[src/rtl/qam_modulator_gen_pkg.sv]
// Shared types and helpers for the generic QAM modulator: constellation modes,
// FSM states, bits-per-axis per mode and the Gray-coded axis level mapping.
package qam_modulator_gen_pkg;

    typedef enum logic [1:0] {
        QAM_BPSK = 2'd0,
        QAM_QPSK = 2'd1,
        QAM_16   = 2'd2,
        QAM_64   = 2'd3
    } qam_mode_e;

    typedef enum logic {
        IDLE   = 1'b0,
        ACTIVE = 1'b1
    } qam_state_e;

    localparam int unsigned BITS_BPSK = 1;
    localparam int unsigned BITS_QPSK = 1;
    localparam int unsigned BITS_16   = 2;
    localparam int unsigned BITS_64   = 3;

    localparam int AMP_W = 4;

    function automatic int unsigned bits_per_axis(input qam_mode_e mode);
        int unsigned k;
        case (mode)
            QAM_BPSK: k = BITS_BPSK;
            QAM_QPSK: k = BITS_QPSK;
            QAM_16:   k = BITS_16;
            default:  k = BITS_64;
        endcase
        return k;
    endfunction

    // Zero-padded upper Gray bits decode to zero, so one 3-bit decoder serves every k.
    function automatic logic signed [AMP_W-1:0] axis_level(input logic [2:0] bits,
                                                           input int unsigned k);
        logic [2:0] b;
        logic [2:0] g;
        int         lvl;
        b    = bits & 3'((1 << k) - 1);
        g[2] = b[2];
        g[1] = b[2] ^ b[1];
        g[0] = g[1] ^ b[0];
        lvl  = 2 * int'(g) - ((1 << k) - 1);
        return AMP_W'(lvl);
    endfunction

endpackage

[src/rtl/qam_modulator_gen_if.sv]
// Symbol handshake between the symbol source (master) and the modulator (slave).
interface qam_modulator_gen_if #(
    parameter int MAX_BITS = 6
);
    logic [MAX_BITS-1:0] ipSymbol;
    logic                ipSymbolValid;
    logic                opSymbolReady;

    modport master (
        output ipSymbol,
        output ipSymbolValid,
        input  opSymbolReady
    );

    modport slave (
        input  ipSymbol,
        input  ipSymbolValid,
        output opSymbolReady
    );
endinterface

[src/rtl/qam_modulator_gen_symbol_fifo.sv]
// Small synchronous symbol FIFO with occupancy output; no write-to-read bypass,
// so a pushed word is poppable from the following cycle onwards.
module qam_modulator_gen_symbol_fifo #(
    parameter  int WIDTH = 6,
    parameter  int DEPTH = 8,
    localparam int PTR_W = $clog2(DEPTH),
    localparam int LVL_W = $clog2(DEPTH + 1)
) (
    input  logic             clk,
    input  logic             rst_n,
    input  logic             push_i,
    input  logic [WIDTH-1:0] wdata_i,
    input  logic             pop_i,
    output logic [WIDTH-1:0] rdata_o,
    output logic [LVL_W-1:0] level_o,
    output logic             ready_o
);

    logic [WIDTH-1:0] mem_q [DEPTH];
    logic [WIDTH-1:0] mem_d [DEPTH];
    logic [PTR_W-1:0] wr_ptr_q, wr_ptr_d;
    logic [PTR_W-1:0] rd_ptr_q, rd_ptr_d;
    logic [LVL_W-1:0] count_q, count_d;
    logic             do_push, do_pop;

    assign ready_o = (count_q != LVL_W'(DEPTH));
    assign level_o = count_q;
    assign rdata_o = mem_q[rd_ptr_q];

    // Callers only push when ready and pop when non-empty; the guards keep the level sane regardless.
    assign do_push = push_i && ready_o;
    assign do_pop  = pop_i && (count_q != '0);

    always_comb begin
        mem_d    = mem_q;
        wr_ptr_d = wr_ptr_q;
        rd_ptr_d = rd_ptr_q;
        count_d  = count_q;
        if (do_push) begin
            mem_d[wr_ptr_q] = wdata_i;
            wr_ptr_d        = wr_ptr_q + PTR_W'(1);
        end
        if (do_pop) begin
            rd_ptr_d = rd_ptr_q + PTR_W'(1);
        end
        if (do_push && !do_pop) begin
            count_d = count_q + LVL_W'(1);
        end else if (!do_push && do_pop) begin
            count_d = count_q - LVL_W'(1);
        end
    end

    always_ff @(posedge clk or negedge rst_n) begin
        if (!rst_n) begin
            for (int i = 0; i < DEPTH; i++) begin
                mem_q[i] <= '0;
            end
            wr_ptr_q <= '0;
            rd_ptr_q <= '0;
            count_q  <= '0;
        end else begin
            mem_q    <= mem_d;
            wr_ptr_q <= wr_ptr_d;
            rd_ptr_q <= rd_ptr_d;
            count_q  <= count_d;
        end
    end

endmodule

[src/rtl/qam_modulator_gen.sv]
// Generic BPSK..64-QAM modulator: buffers symbols, holds each for a programmable
// number of ticks, Gray-maps it to I/Q amplitudes and mixes with the NCO carrier.
module qam_modulator_gen
    import qam_modulator_gen_pkg::*;
#(
    parameter  int DATA_W     = 18,
    parameter  int OUT_W      = 20,
    parameter  int MAX_BITS   = 6,
    parameter  int FIFO_DEPTH = 8,
    parameter  int TICK_W     = 16,
    localparam int LVL_W      = $clog2(FIFO_DEPTH + 1)
) (
    input  logic                     ipClk,
    input  logic                     ipReset,
    input  logic                     ipEnable,
    input  logic [1:0]               ipMode,
    input  logic [TICK_W-1:0]        ipSymbolTicks,
    qam_modulator_gen_if.slave       sym_if,
    input  logic signed [DATA_W-1:0] ipI,
    input  logic signed [DATA_W-1:0] ipQ,
    output logic signed [OUT_W-1:0]  opModulated,
    output logic                     opModulatedValid,
    output logic                     opSymbolStrobe,
    output logic                     opUnderflow,
    output logic [LVL_W-1:0]         opFifoLevel
);

    localparam int PROD_W = DATA_W + AMP_W;
    localparam int SUM_W  = DATA_W + 5;
    localparam int SHIFT  = SUM_W - OUT_W;

    qam_state_e                state_q, state_d;
    qam_mode_e                 mode_q, mode_d;
    logic [MAX_BITS-1:0]       sym_q, sym_d;
    logic [TICK_W-1:0]         cnt_q, cnt_d;
    logic                      strobe_q, strobe_d;
    logic                      underflow_q, underflow_d;
    logic                      load;

    logic                      fifo_ready;
    logic                      fifo_push;
    logic [MAX_BITS-1:0]       fifo_head;
    logic [LVL_W-1:0]          fifo_level;

    logic [5:0]                sym6;
    logic signed [AMP_W-1:0]   amp_i, amp_q;
    logic signed [PROD_W-1:0]  prod_i_q, prod_i_d;
    logic signed [PROD_W-1:0]  prod_q_q, prod_q_d;
    logic signed [SUM_W-1:0]   sum;
    logic signed [OUT_W-1:0]   out_q, out_d;
    logic                      act_d1_q, act_d1_d;
    logic                      valid_q, valid_d;

    assign fifo_push            = sym_if.ipSymbolValid && fifo_ready;
    assign sym_if.opSymbolReady = fifo_ready;

    qam_modulator_gen_symbol_fifo #(
        .WIDTH (MAX_BITS),
        .DEPTH (FIFO_DEPTH)
    ) u_symbol_fifo (
        .clk     (ipClk),
        .rst_n   (ipReset),
        .push_i  (fifo_push),
        .wdata_i (sym_if.ipSymbol),
        .pop_i   (load),
        .rdata_o (fifo_head),
        .level_o (fifo_level),
        .ready_o (fifo_ready)
    );

    // Symbol sequencer: a load pops the FIFO and samples mode/ticks; nothing else reads them.
    always_comb begin
        state_d     = state_q;
        mode_d      = mode_q;
        sym_d       = sym_q;
        cnt_d       = cnt_q;
        strobe_d    = 1'b0;
        underflow_d = 1'b0;
        load        = 1'b0;
        case (state_q)
            IDLE: begin
                if (ipEnable && fifo_level != '0) begin
                    load = 1'b1;
                end
            end
            ACTIVE: begin
                if (cnt_q != '0) begin
                    cnt_d = cnt_q - TICK_W'(1);
                end else if (ipEnable && fifo_level != '0) begin
                    load = 1'b1;
                end else begin
                    state_d     = IDLE;
                    underflow_d = ipEnable;
                end
            end
            default: state_d = IDLE;
        endcase
        if (load) begin
            state_d  = ACTIVE;
            sym_d    = fifo_head;
            mode_d   = qam_mode_e'(ipMode);
            cnt_d    = (ipSymbolTicks == '0) ? '0 : ipSymbolTicks - TICK_W'(1);
            strobe_d = 1'b1;
        end
    end

    // Unused high symbol bits are dropped by the per-mode slices below.
    always_comb begin
        sym6  = 6'(sym_q);
        amp_i = '0;
        amp_q = '0;
        case (mode_q)
            QAM_BPSK: begin
                amp_i = axis_level({2'b00, sym6[0]}, bits_per_axis(QAM_BPSK));
            end
            QAM_QPSK: begin
                amp_i = axis_level({2'b00, sym6[1]}, bits_per_axis(QAM_QPSK));
                amp_q = axis_level({2'b00, sym6[0]}, bits_per_axis(QAM_QPSK));
            end
            QAM_16: begin
                amp_i = axis_level({1'b0, sym6[3:2]}, bits_per_axis(QAM_16));
                amp_q = axis_level({1'b0, sym6[1:0]}, bits_per_axis(QAM_16));
            end
            default: begin
                amp_i = axis_level(sym6[5:3], bits_per_axis(QAM_64));
                amp_q = axis_level(sym6[2:0], bits_per_axis(QAM_64));
            end
        endcase
        if (state_q != ACTIVE) begin
            amp_i = '0;
            amp_q = '0;
        end
    end

    // Two-stage mixer: products first, then the full-precision difference and arithmetic shift.
    always_comb begin
        prod_i_d = PROD_W'(ipI) * PROD_W'(amp_i);
        prod_q_d = PROD_W'(ipQ) * PROD_W'(amp_q);
        sum      = SUM_W'(prod_i_q) - SUM_W'(prod_q_q);
        out_d    = OUT_W'(sum >>> SHIFT);
        act_d1_d = (state_q == ACTIVE);
        valid_d  = act_d1_q;
    end

    always_ff @(posedge ipClk or negedge ipReset) begin
        if (!ipReset) begin
            state_q     <= IDLE;
            mode_q      <= QAM_BPSK;
            sym_q       <= '0;
            cnt_q       <= '0;
            strobe_q    <= 1'b0;
            underflow_q <= 1'b0;
            prod_i_q    <= '0;
            prod_q_q    <= '0;
            out_q       <= '0;
            act_d1_q    <= 1'b0;
            valid_q     <= 1'b0;
        end else begin
            state_q     <= state_d;
            mode_q      <= mode_d;
            sym_q       <= sym_d;
            cnt_q       <= cnt_d;
            strobe_q    <= strobe_d;
            underflow_q <= underflow_d;
            prod_i_q    <= prod_i_d;
            prod_q_q    <= prod_q_d;
            out_q       <= out_d;
            act_d1_q    <= act_d1_d;
            valid_q     <= valid_d;
        end
    end

    assign opModulated      = out_q;
    assign opModulatedValid = valid_q;
    assign opSymbolStrobe   = strobe_q;
    assign opUnderflow      = underflow_q;
    assign opFifoLevel      = fifo_level;

endmodule

[src/flat_wrapper.sv]
// flat-port wrapper written by rule: the top's interface ports become plain ports
module qam_modulator_gen_flat import qam_modulator_gen_pkg::*;
#(
    parameter  int DATA_W     = 18,
    parameter  int OUT_W      = 20,
    parameter  int MAX_BITS   = 6,
    parameter  int FIFO_DEPTH = 8,
    parameter  int TICK_W     = 16,
    localparam int LVL_W      = $clog2(FIFO_DEPTH + 1)
)
  (ipClk, ipReset, ipEnable, ipMode, ipSymbolTicks, ipI, ipQ, opModulated, opModulatedValid, opSymbolStrobe, opUnderflow, opFifoLevel, sym_if_ipSymbol, sym_if_ipSymbolValid, sym_if_opSymbolReady);
  qam_modulator_gen_if #(.MAX_BITS(MAX_BITS)) sym_if_i ();
  input  logic ipClk;
  input  logic ipReset;
  input  logic ipEnable;
  input  logic [1:0] ipMode;
  input  logic [TICK_W-1:0] ipSymbolTicks;
  input  logic signed [DATA_W-1:0] ipI;
  input  logic signed [DATA_W-1:0] ipQ;
  output logic signed [OUT_W-1:0] opModulated;
  output logic opModulatedValid;
  output logic opSymbolStrobe;
  output logic opUnderflow;
  output logic [LVL_W-1:0] opFifoLevel;
  input wire logic [$bits(sym_if_i.ipSymbol)-1:0] sym_if_ipSymbol;
  input wire logic [$bits(sym_if_i.ipSymbolValid)-1:0] sym_if_ipSymbolValid;
  output wire logic [$bits(sym_if_i.opSymbolReady)-1:0] sym_if_opSymbolReady;
  assign sym_if_i.ipSymbol = sym_if_ipSymbol;
  assign sym_if_i.ipSymbolValid = sym_if_ipSymbolValid;
  assign sym_if_opSymbolReady = sym_if_i.opSymbolReady;
  qam_modulator_gen #(.DATA_W(DATA_W), .OUT_W(OUT_W), .MAX_BITS(MAX_BITS), .FIFO_DEPTH(FIFO_DEPTH), .TICK_W(TICK_W)) u_core (.ipClk(ipClk), .ipReset(ipReset), .ipEnable(ipEnable), .ipMode(ipMode), .ipSymbolTicks(ipSymbolTicks), .sym_if(sym_if_i), .ipI(ipI), .ipQ(ipQ), .opModulated(opModulated), .opModulatedValid(opModulatedValid), .opSymbolStrobe(opSymbolStrobe), .opUnderflow(opUnderflow), .opFifoLevel(opFifoLevel));
endmodule
[config.mk]
export PLATFORM = sky130hd
export DESIGN_NAME = qam_modulator_gen_flat
export DESIGN_NICKNAME = d
export VERILOG_FILES = /design/src/rtl/qam_modulator_gen_pkg.sv /design/src/rtl/qam_modulator_gen_if.sv /design/src/rtl/qam_modulator_gen_symbol_fifo.sv /design/src/rtl/qam_modulator_gen.sv /design/src/flat_wrapper.sv
export SDC_FILE = /design/constraint.sdc
export NUM_CORES = 1
export LEC_CHECK = 0
export BUFFER_PORTS_ARGS = -buffer_cell sky130_fd_sc_hd__buf_2
export CAP_MARGIN = 10
export CORE_MARGIN = 2
export CORE_UTILIZATION = 55
export DETAILED_ROUTE_END_ITERATION = 6
export GPL_TIMING_DRIVEN = 1
export PLACE_DENSITY = 0.86
export SETUP_SLACK_MARGIN = 0.4
export SLEW_MARGIN = 10
export SYNTH_ARGS = -nofsm -noshare
export SYNTH_HDL_FRONTEND = slang
export SYNTH_SLANG_ARGS = --single-unit
[constraint.sdc]
create_clock -name ipClk -period 7.4 [get_ports ipClk]
set_input_delay 1.11 -clock ipClk [delete_from_list [all_inputs] [get_ports ipClk]]
set_output_delay 1.11 -clock ipClk [all_outputs]
set_load 0.02 [all_outputs]
==> out/results.ini <==
[outcome]
status=finished clean

[floorplan]
die_w_um=150
row_count=53
num_io_pins=92
core_area_mm2=0.0210
dieArea_mm2=0.0225
die_h_um=150
start_util_pct=55.9

[setup_path]
arrival_ps=6300
end_kind=flip-flop
worst_path_max_delay_cell=nor2b_1
worstSetupPathType=flip-flop to flip-flop
path_cells=nand3_1 > o21ai_0 > a32oi_1 > nor2b_1 > nand2_1 > fa_1 > fa_1 > inv_1 > fa_1 > ha_1 > fa_1 > a211oi_1 > nor2_1 > o21ai_0 > o21ai_0 > a21oi_1 > o21ai_0 > a21oi_1 > xnor2_1
timing.critical_path.fanout_max=18
reg2reg_from=u_core.mode_q[1]
slowest_delay_ps=870
cp-startpoint=u_core.mode_q[1]
setup.worst_path.start_class=flip-flop
required_ps=7760
reg2reg_depth=19

[yosys]
seq_area_frac_synth_pct=32.3
ys_types=68
yosys_warnings=0
synth_fp_nets=1380
synth_xor_area_share_pct=5.24
synth-compound-area-share_pct=11.1
synthAdderAreaFrac_pct=24.4
synth_mux_area_share_pct=7.87
synth_flop_cell=dfrtp_1
synthCells=1133
async_flop_share_pct=100
synth-edff-count=0
avgSynthCellArea_um2=10.3
synthesis.area_mm2=0.0117
synth_top_family_by_area=adder cells
synth-seq-cells=151
synth-simple-area-share_pct=16.5

[min_path]
min_from=u_core.act_d1_q
hold_path_depth=0
hold_path.class=flip-flop to flip-flop

[timing]
rsz0062_at_grt=no
setup_viol=0
worstMarginPinSlew_ps=1220
clock_skew_ps=9.59
relSlewSlack_pct=18.2
period_needed_ps=5940
fin_crit_sh_pct=80.2
tns_ps=0
timing.fmax_ghz=0.168
hold_violations=0
drv_slew=0

[placed_design]
port_buffers=91
gp_congestion=0.882
hpwl_mm=18.5

[global_routing]
grt_max_degree=101
grt_usage_pct=23.7
grt_pass1_wl_mm=42.7
antenna_found_initial=0
global_route.overflow_total=0
grt_pass1_vias=9166

[route]
vias_per_cell=5.79
drc=0
first_pass_iters=5
wirelength_mm=25.2
ant_nets=0
wl_per_cell_um=16.7
num_vias=8737
dr.first_iter.drc_count=446

[cells_and_area]
multi_input_area_mm2=0.00763
final-seq-area_mm2=0.00378
diodes=0
fillers=1661
layout-drive-gt1-share_pct=16.9
layout_commonest_cell=dfrtp_1
area_growth_pct=11.9
layout_common_cells=dfrtp_1, ha_1, and2_1
final_nets=1468

[clock_tree]
postCtsHoldBufs=0
clk_pin_slew_ps=70
post_cts_buffers=0
numCtsBuffers=17
cts_resized=0
cts_tree=yes
clock-sinks=151
h-tree-depth=4
clkLatencyLatePin_ps=440
cts.root.buffer_cell=clkbuf_16
cts.path.max_buffers=2

[flow_run]
cap_violations=0

[metrics by stage]
stage	utilization [%]	hold WS [ps]	std cells	setup WS, ps	area, um^2
detailed placement	59.4	362	1477	1310	12500
global route	62.5	379	1509	916	13100
floorplan	-	331	1133	2190	11700
CTS	62.5	373	1509	1270	13100
finish	62.5	371	1509	1460	13100
global placement	59.4	333	1477	1600	12500
[path summary, 6_finish.rpt]
check | endpoint | slack (ps)
setup / recovery | u_core.prod_q_q[21] | 1460
hold reg to reg | u_core.opModulatedValid | 370
hold / removal | u_core.opModulatedValid | 370
min in group asynchronous | u_core.prod_q_q[0] | 740
max in group asynchronous | u_core.u_symbol_fifo.mem_q[7] | 5410
setup reg to reg | u_core.prod_q_q[21] | 1460
[cell usage after synthesis (10+ instances only)]
library cell	n	area, um^2
dfrtp_1	151	3780
ha_1	108	1350
and2_1	104	651
nor2_1	91	342
fa_1	75	1500
nand2_1	72	270
a21oi_1	63	315
inv_1	54	203
mux2_2	49	552
xnor2_1	47	412
o21ai_0	42	210
clkbuf_1	25	93.8
nor3_1	23	115
xor2_1	23	201
nand3_1	21	105
a21o_1	17	128
o21a_1	14	105
mux4_2	12	270
nand2b_1	11	68.8
mux2i_1	10	100
[area by class of cell]
class	count	area share (%)
clock buffer	17	3.25
sequential	151	28.8
timing repair buffer	96	3.81
multi-input combinational	899	58.2
tap	275	2.63
inverter	56	1.60
clock inverter	15	1.68
[worst max-delay path, delay by kind of cell, from the launching register on]
family | cells | cell delay [ps]
AND/OR/NAND/NOR | 4 | 1270
buffers and inverters | 1 | 60
adder cells (fa/ha/maj) | 5 | 2240
XOR/XNOR | 1 | 130
AO/OA/AOI/OAI | 8 | 1560
flip-flops | 1 | 580
[metal layers]
metal | track usage [%] | wire, um | vias to the layer above
met5 | 0 | 0 | -
met4 | 7.17 | 510 | 0
met3 | 4.36 | 1170 | 53
met2 | 43.1 | 13400 | 233
met1 | 28.6 | 10100 | 4320
li1 | - | - | 4131
[sequential cells by signal, indices dropped and copies added (netlist names), 4 cells and up]
| signal | flops |
|---|---|
| u_core.u_symbol_fifo.mem_q | 48 |
| u_core.prod_i_q | 22 |
| u_core.prod_q_q | 22 |
| u_core.opModulated | 20 |
| u_core.cnt_q | 16 |
| u_core.sym6 | 6 |
| u_core.u_symbol_fifo.level_o | 4 |
[cells by family (layout without fill, tap and decap cells)]
group,Yosys count,in the layout
DFF,151,151
adders and majority gates,183,183
xor gates and xnor gates,70,70
buffers and inverters,83,184
muxes,71,71
and+or+nand+nor,375,375
AOI/OAI and AO/OA,200,200
Power is left out: the tool's default activity adds up to more than one toggle a clock period on the data nets, which glitch-free logic cannot reach.
